File: config.mk
export PLATFORM = sky130hd
export DESIGN_NAME = cu_command_arbiter_control
export DESIGN_NICKNAME = d
export VERILOG_FILES = /design/src/rtl/cu_command_arbiter_control.sv
export SDC_FILE = /design/constraint.sdc
export NUM_CORES = 1
export LEC_CHECK = 0
export CAP_MARGIN = 20
export CORE_MARGIN = 2
export CORE_UTILIZATION = 34
export DETAILED_ROUTE_END_ITERATION = 10
export PLACE_DENSITY = 0.8
export RECOVER_POWER = 25
export SLEW_MARGIN = 20
export SYNTH_ARGS = -nofsm -noshare
export SYNTH_HDL_FRONTEND = slang
export SYNTH_SLANG_ARGS = --single-unit
export TNS_END_PERCENT = 30
File: constraint.sdc
create_clock -name clock -period 2.7 [get_ports clock]
set_clock_uncertainty 0.1 [all_clocks]
set_input_delay 0.54 -clock clock [delete_from_list [all_inputs] [get_ports clock]]
set_output_delay 0.54 -clock clock [all_outputs]
set_load 0.01 [all_outputs]
File: src/rtl/cu_command_arbiter_control.sv
// rtl/cu_command_arbiter_control.sv - round-robin command arbiter with outstanding-credit throttle
// Shares the single CU command buffer among NUM_REQ engines and drains responses on disable.
module cu_command_arbiter_control #(
  parameter int NUM_REQ         = 4,
  parameter int MAX_OUTSTANDING = 32,
  parameter int CNT_BITS        = $clog2(MAX_OUTSTANDING + 1),
  parameter int CMD_W           = 32,
  parameter int ID_BITS         = (NUM_REQ > 1) ? $clog2(NUM_REQ) : 1
) (
  input  logic                     clock,
  input  logic                     rstn,
  input  logic                     enabled_in,
  input  logic [NUM_REQ-1:0]       command_in_valid,
  input  logic [NUM_REQ*CMD_W-1:0] command_in_data,
  output logic [NUM_REQ-1:0]       command_ready_out,
  input  logic                     command_buffer_alfull,
  input  logic                     response_in_valid,
  output logic                     command_out_valid,
  output logic [CMD_W-1:0]         command_out_data,
  output logic [ID_BITS-1:0]       grant_id_out,
  output logic [CNT_BITS-1:0]      outstanding_count_out,
  output logic                     drained_out,
  output logic                     error_out
);

  typedef enum logic [1:0] {ST_DISABLED, ST_RUN, ST_DRAIN} state_t;

  localparam logic [CNT_BITS-1:0] MAX_CNT   = CNT_BITS'(MAX_OUTSTANDING);
  localparam logic [ID_BITS-1:0]  LAST_ID   = ID_BITS'(NUM_REQ - 1);
  localparam logic [ID_BITS:0]    NUM_REQ_W = (ID_BITS + 1)'(NUM_REQ);

  state_t              state_q, state_d;
  logic                enabled_q, enabled_d;
  logic [ID_BITS-1:0]  ptr_q, ptr_d;
  logic [CNT_BITS-1:0] count_q, count_d;
  logic                error_q, error_d;
  logic                cmd_valid_q, cmd_valid_d;
  logic [CMD_W-1:0]    cmd_data_q, cmd_data_d;
  logic [ID_BITS-1:0]  grant_id_q, grant_id_d;

  logic                can_grant;
  logic                found;
  logic [ID_BITS-1:0]  sel_id;
  logic [ID_BITS:0]    slot;
  logic [CMD_W-1:0]    sel_data;
  logic [NUM_REQ-1:0]  ready;
  logic                drain_done;
  logic                resp_ok;

  // DRAIN may only fall to DISABLED once the last credit is returned (no grants happen in DRAIN).
  always_comb begin
    state_d    = state_q;
    drain_done = (count_q == '0) || ((count_q == CNT_BITS'(1)) && response_in_valid);
    case (state_q)
      ST_DISABLED: if (enabled_q) state_d = ST_RUN;
      ST_RUN:      if (!enabled_q) state_d = ST_DRAIN;
      ST_DRAIN: begin
        if (enabled_q)       state_d = ST_RUN;
        else if (drain_done) state_d = ST_DISABLED;
      end
      default:     state_d = ST_DISABLED;
    endcase
  end

  // Arbitrate in the cycle we are entering RUN so a fresh enable grants without an extra bubble.
  always_comb begin
    can_grant = (state_d == ST_RUN) && !command_buffer_alfull && (count_q < MAX_CNT);
    found     = 1'b0;
    sel_id    = '0;
    slot      = '0;
    sel_data  = '0;
    ready     = '0;
    for (int k = 0; k < NUM_REQ; k++) begin
      slot = {1'b0, ptr_q} + (ID_BITS + 1)'(k);
      if (slot >= NUM_REQ_W) slot = slot - NUM_REQ_W;
      for (int j = 0; j < NUM_REQ; j++) begin
        if (can_grant && !found && (slot == (ID_BITS + 1)'(j)) && command_in_valid[j]) begin
          found  = 1'b1;
          sel_id = ID_BITS'(j);
        end
      end
    end
    for (int j = 0; j < NUM_REQ; j++) begin
      ready[j] = found && (sel_id == ID_BITS'(j));
      if (ready[j]) sel_data = command_in_data[j*CMD_W +: CMD_W];
    end
  end

  always_comb begin
    enabled_d = enabled_in;
    resp_ok   = response_in_valid && (count_q != '0);
    count_d   = count_q;
    if (found && !resp_ok)      count_d = count_q + 1'b1;
    else if (!found && resp_ok) count_d = count_q - 1'b1;
    error_d     = error_q | (response_in_valid && (count_q == '0));
    ptr_d       = ptr_q;
    if (found) ptr_d = (sel_id == LAST_ID) ? '0 : sel_id + 1'b1;
    cmd_valid_d = found;
    cmd_data_d  = found ? sel_data : '0;
    grant_id_d  = found ? sel_id : '0;
  end

  always_ff @(posedge clock or negedge rstn) begin
    if (!rstn) begin
      state_q     <= ST_DISABLED;
      enabled_q   <= 1'b0;
      ptr_q       <= '0;
      count_q     <= '0;
      error_q     <= 1'b0;
      cmd_valid_q <= 1'b0;
      cmd_data_q  <= '0;
      grant_id_q  <= '0;
    end else begin
      state_q     <= state_d;
      enabled_q   <= enabled_d;
      ptr_q       <= ptr_d;
      count_q     <= count_d;
      error_q     <= error_d;
      cmd_valid_q <= cmd_valid_d;
      cmd_data_q  <= cmd_data_d;
      grant_id_q  <= grant_id_d;
    end
  end

  assign command_ready_out     = ready;
  assign command_out_valid     = cmd_valid_q;
  assign command_out_data      = cmd_data_q;
  assign grant_id_out          = grant_id_q;
  assign outstanding_count_out = count_q;
  assign drained_out           = (state_q == ST_DISABLED) && (count_q == '0);
  assign error_out             = error_q;

endmodule
==> metrics.csv <==
metric,value,unit
gp_congestion,0.8571,
cts_tree,done,
avgViaCountPerCell,5.336,
power_leakage,2.016,nW
synthCells,239,
yosysTopAreaCellShare,47.64,%
synth_warnings,0,
setup_viol,0,
drive_above_1_share,17.19,%
worstSetupPathType,in -> reg,
post_synth.cell_area_avg,10.33,um^2
io_buffers,183,
dr.pass1.iters,4,
synthDistinctLibCells,39,
hold_buffers,0,
end_kind,flip-flop,
arrival,2.77,ns
syn_to_final_growth,97.36,%
fin_crit,2.642,ns
worst-endpoint-required,2.82,ns
stdcell_area,4872,um^2
cts.clk_slew.worst_paths,0.08,ns
cts_max_level,2,
start_util,34.59,%
power_density,583.0,nW/um^2
routedWlPerCell,17.14,um
cts-root-buf,clkbuf_8,
grt_pass1_wl,13740,um
clock_latency,0.30,ns
die-area,7958,um^2
io_pins,184,
vias,2887,
slew_violations,0,
core,7137,um^2
fin_crit_sh,97.84,%
nNetsFinal,586,
place_area,4582,um^2
wirelength,9272,um
post-route-drc-count,0,
ys_seq_elements,47,
fin_cells,541,
dieWidth,89.21,um
hpwl,7190,um
maxSlewHeadroom,10.17,%
start_kind,primary input,
clockBufferDepth,2,
hold_class,reg -> reg,
ys_seq_area_share,47.64,%
antennaDiodeCount,0,
antenna_left,0,
totalPowerFinal,0.002840,W
cp_max_fo,5,
yosysTopAreaCell,dfrtp_1,
cts_made_buffers,5,
cts.sinks,47,
layout_setup_ws,0.05832,ns
core.rowCount,31,
hold_viol,0,
place_ws,-0.6237,ns
max_clock_freq,0.3785,GHz
grt_pass1_vias,2735,
drt_iter0_markers,92,
die_height,89.21,um
drv_cap,0,
synth.area.top_cells,"dfrtp_1, a221oi_1, o22ai_1",
synth_area,2469,um^2
grt_usage,22.83,%
antenna_found_initial,0,
worst_slew_pin_slew,1.347,ns
overflow,0,
peakVddDrop,0.0002978,V
synth_nets,384,
utilization,68.27,%
dp.cells,527,
status,"complete, no violations",
grt_max_degree,34,
[logic make-up (layout without fill, tap and decap cells)]
logic type / count (synthesis) / after routing / share of synthesized area, %
XOR/XNOR: 6 / 6 / 2.129
flip-flops: 47 / 47 / 47.64
AND/OR/NAND/NOR: 65 / 65 / 14.90
adder cells (fa/ha/maj): 8 / 8 / 4.055
AO/OA/AOI/OAI: 83 / 83 / 25.70
multiplexers: 2 / 2 / 1.014
buffers and inverters: 28 / 231 / 4.562
[flip-flops by register name, summed over array words and instances (netlist names)]
| signal | count |
|---|---|
| enabled_q | 1 |
| outstanding_count_out | 6 |
| command_out_data | 32 |
| command_out_valid | 1 |
| ptr_q | 2 |
| grant_id_out | 2 |
| error_out | 1 |
| state_q | 2 |
[layout make-up]
cell class	count	area (um^2)
clock inverter	2	60.06
fill	572	2265
multi-input combinational	164	1319
inverter	6	25.02
clock buffer	6	72.57
sequential	47	1176
timing repair buffer	217	2096
tap	99	123.9
[worst max-delay path, cell delays in order]
cell and delay, ns:
dlygate4sd2_1 0.27, buf_6 0.14, or4_4 0.53, nand3_4 0.10, inv_4 0.06, ha_2 0.20, or4_4 0.44, a221oi_2 0.30
xor2_1 0.18
[cell usage after synthesis]
cell type and instances:
a211o_1 1, a21boi_0 2, a21boi_2 1, a21o_1 3, a21oi_1 5, a221oi_1 31, a221oi_2 1, a31o_2 1
and2_1 3, and3b_1 1, buf_2 4, clkbuf_1 18, dfrtp_1 47, ha_1 8, inv_1 5, inv_4 1
mux2_4 1, mux2i_1 1, nand2_1 5, nand2b_1 5, nand3_1 1, nand3_4 1, nand4_1 2, nor2_1 4
nor2b_1 2, nor3_1 34, nor4_1 1, o211ai_1 1, o21ai_0 1, o221a_2 2, o221ai_1 2, o22ai_1 31
o32a_1 1, or2_2 1, or3_1 2, or4_4 2, or4b_1 1, xnor2_1 1, xor2_1 5
[power by group]
part / switching, W / internal, W / leakage, nW
Clock: 0.000237 / 0.000370 / 0.0654
Combinational: 0.000545 / 0.000738 / 1.33
Sequential: 0.000125 / 0.000826 / 0.622
[worst paths after layout]
check,from,to,slack [ns],depth (start not counted)
max,command_in_valid[1],outstanding_count_out[5],0.06,9
min,enabled_q,state_q[1],0.32,1
max reg2reg,state_q[0],command_out_data[0],0.13,9
min reg2reg,enabled_q,state_q[1],0.32,1
max in group asynchronous,rstn,command_out_data[10],0.82,2
min in group asynchronous,rstn,state_q[1],0.42,1
[cell usage in the layout, fill, tap and decap left out, drive strengths merged, types with 2 or more instances in the layout]
cell type / Yosys / routed
nand3: 2 / 2
or3: 2 / 2
clkbuf: 18 / 9
o221ai: 2 / 2
nor2b: 2 / 2
nand2b: 5 / 5
dlygate4sd2: 0 / 4
nand2: 5 / 5
or4: 2 / 2
and2: 3 / 3
a21boi: 3 / 3
nand4: 2 / 2
nor3: 34 / 34
buf: 4 / 37
a221oi: 32 / 32
clkdlybuf4s50: 0 / 171
nor2: 4 / 4
xor2: 5 / 5
a21oi: 5 / 5
ha: 8 / 8
o22ai: 31 / 31
inv: 6 / 6
bufinv: 0 / 2
o221a: 2 / 2
a21o: 3 / 3
dfrtp: 47 / 47
[stage by stage]
stage / setup TNS (ns) / hold WS [ns]
6_report: 0 / 0.3243
3_5_place_dp: -17.17 / 0.3141
2_1_floorplan: 0 / 0.1444
5_1_grt: -0.004966 / 0.3314
3_3_place_gp: -12.05 / 0.3078
4_1_cts: 0 / 0.1321
[metal layers]
| metal | vias up | share of wire, % | global-route usage, % |
|---|---|---|---|
| met4 | 0 | 2.4 | 7.191 |
| met5 | - | 0 | 0 |
| met3 | 21 | 7.3 | 5.910 |
| met2 | 127 | 54 | 41.82 |
| li1 | 1348 | - | - |
| met1 | 1391 | 37 | 25.83 |
[what timing repair did]
action                     4_1_cts  5_1_grt
resized for setup               49        4
pin swaps                       11        3
setup endpoints to repair       39        3
setup buffers                    5        1
No activity file was read; power rests on OpenSTA's default activity.
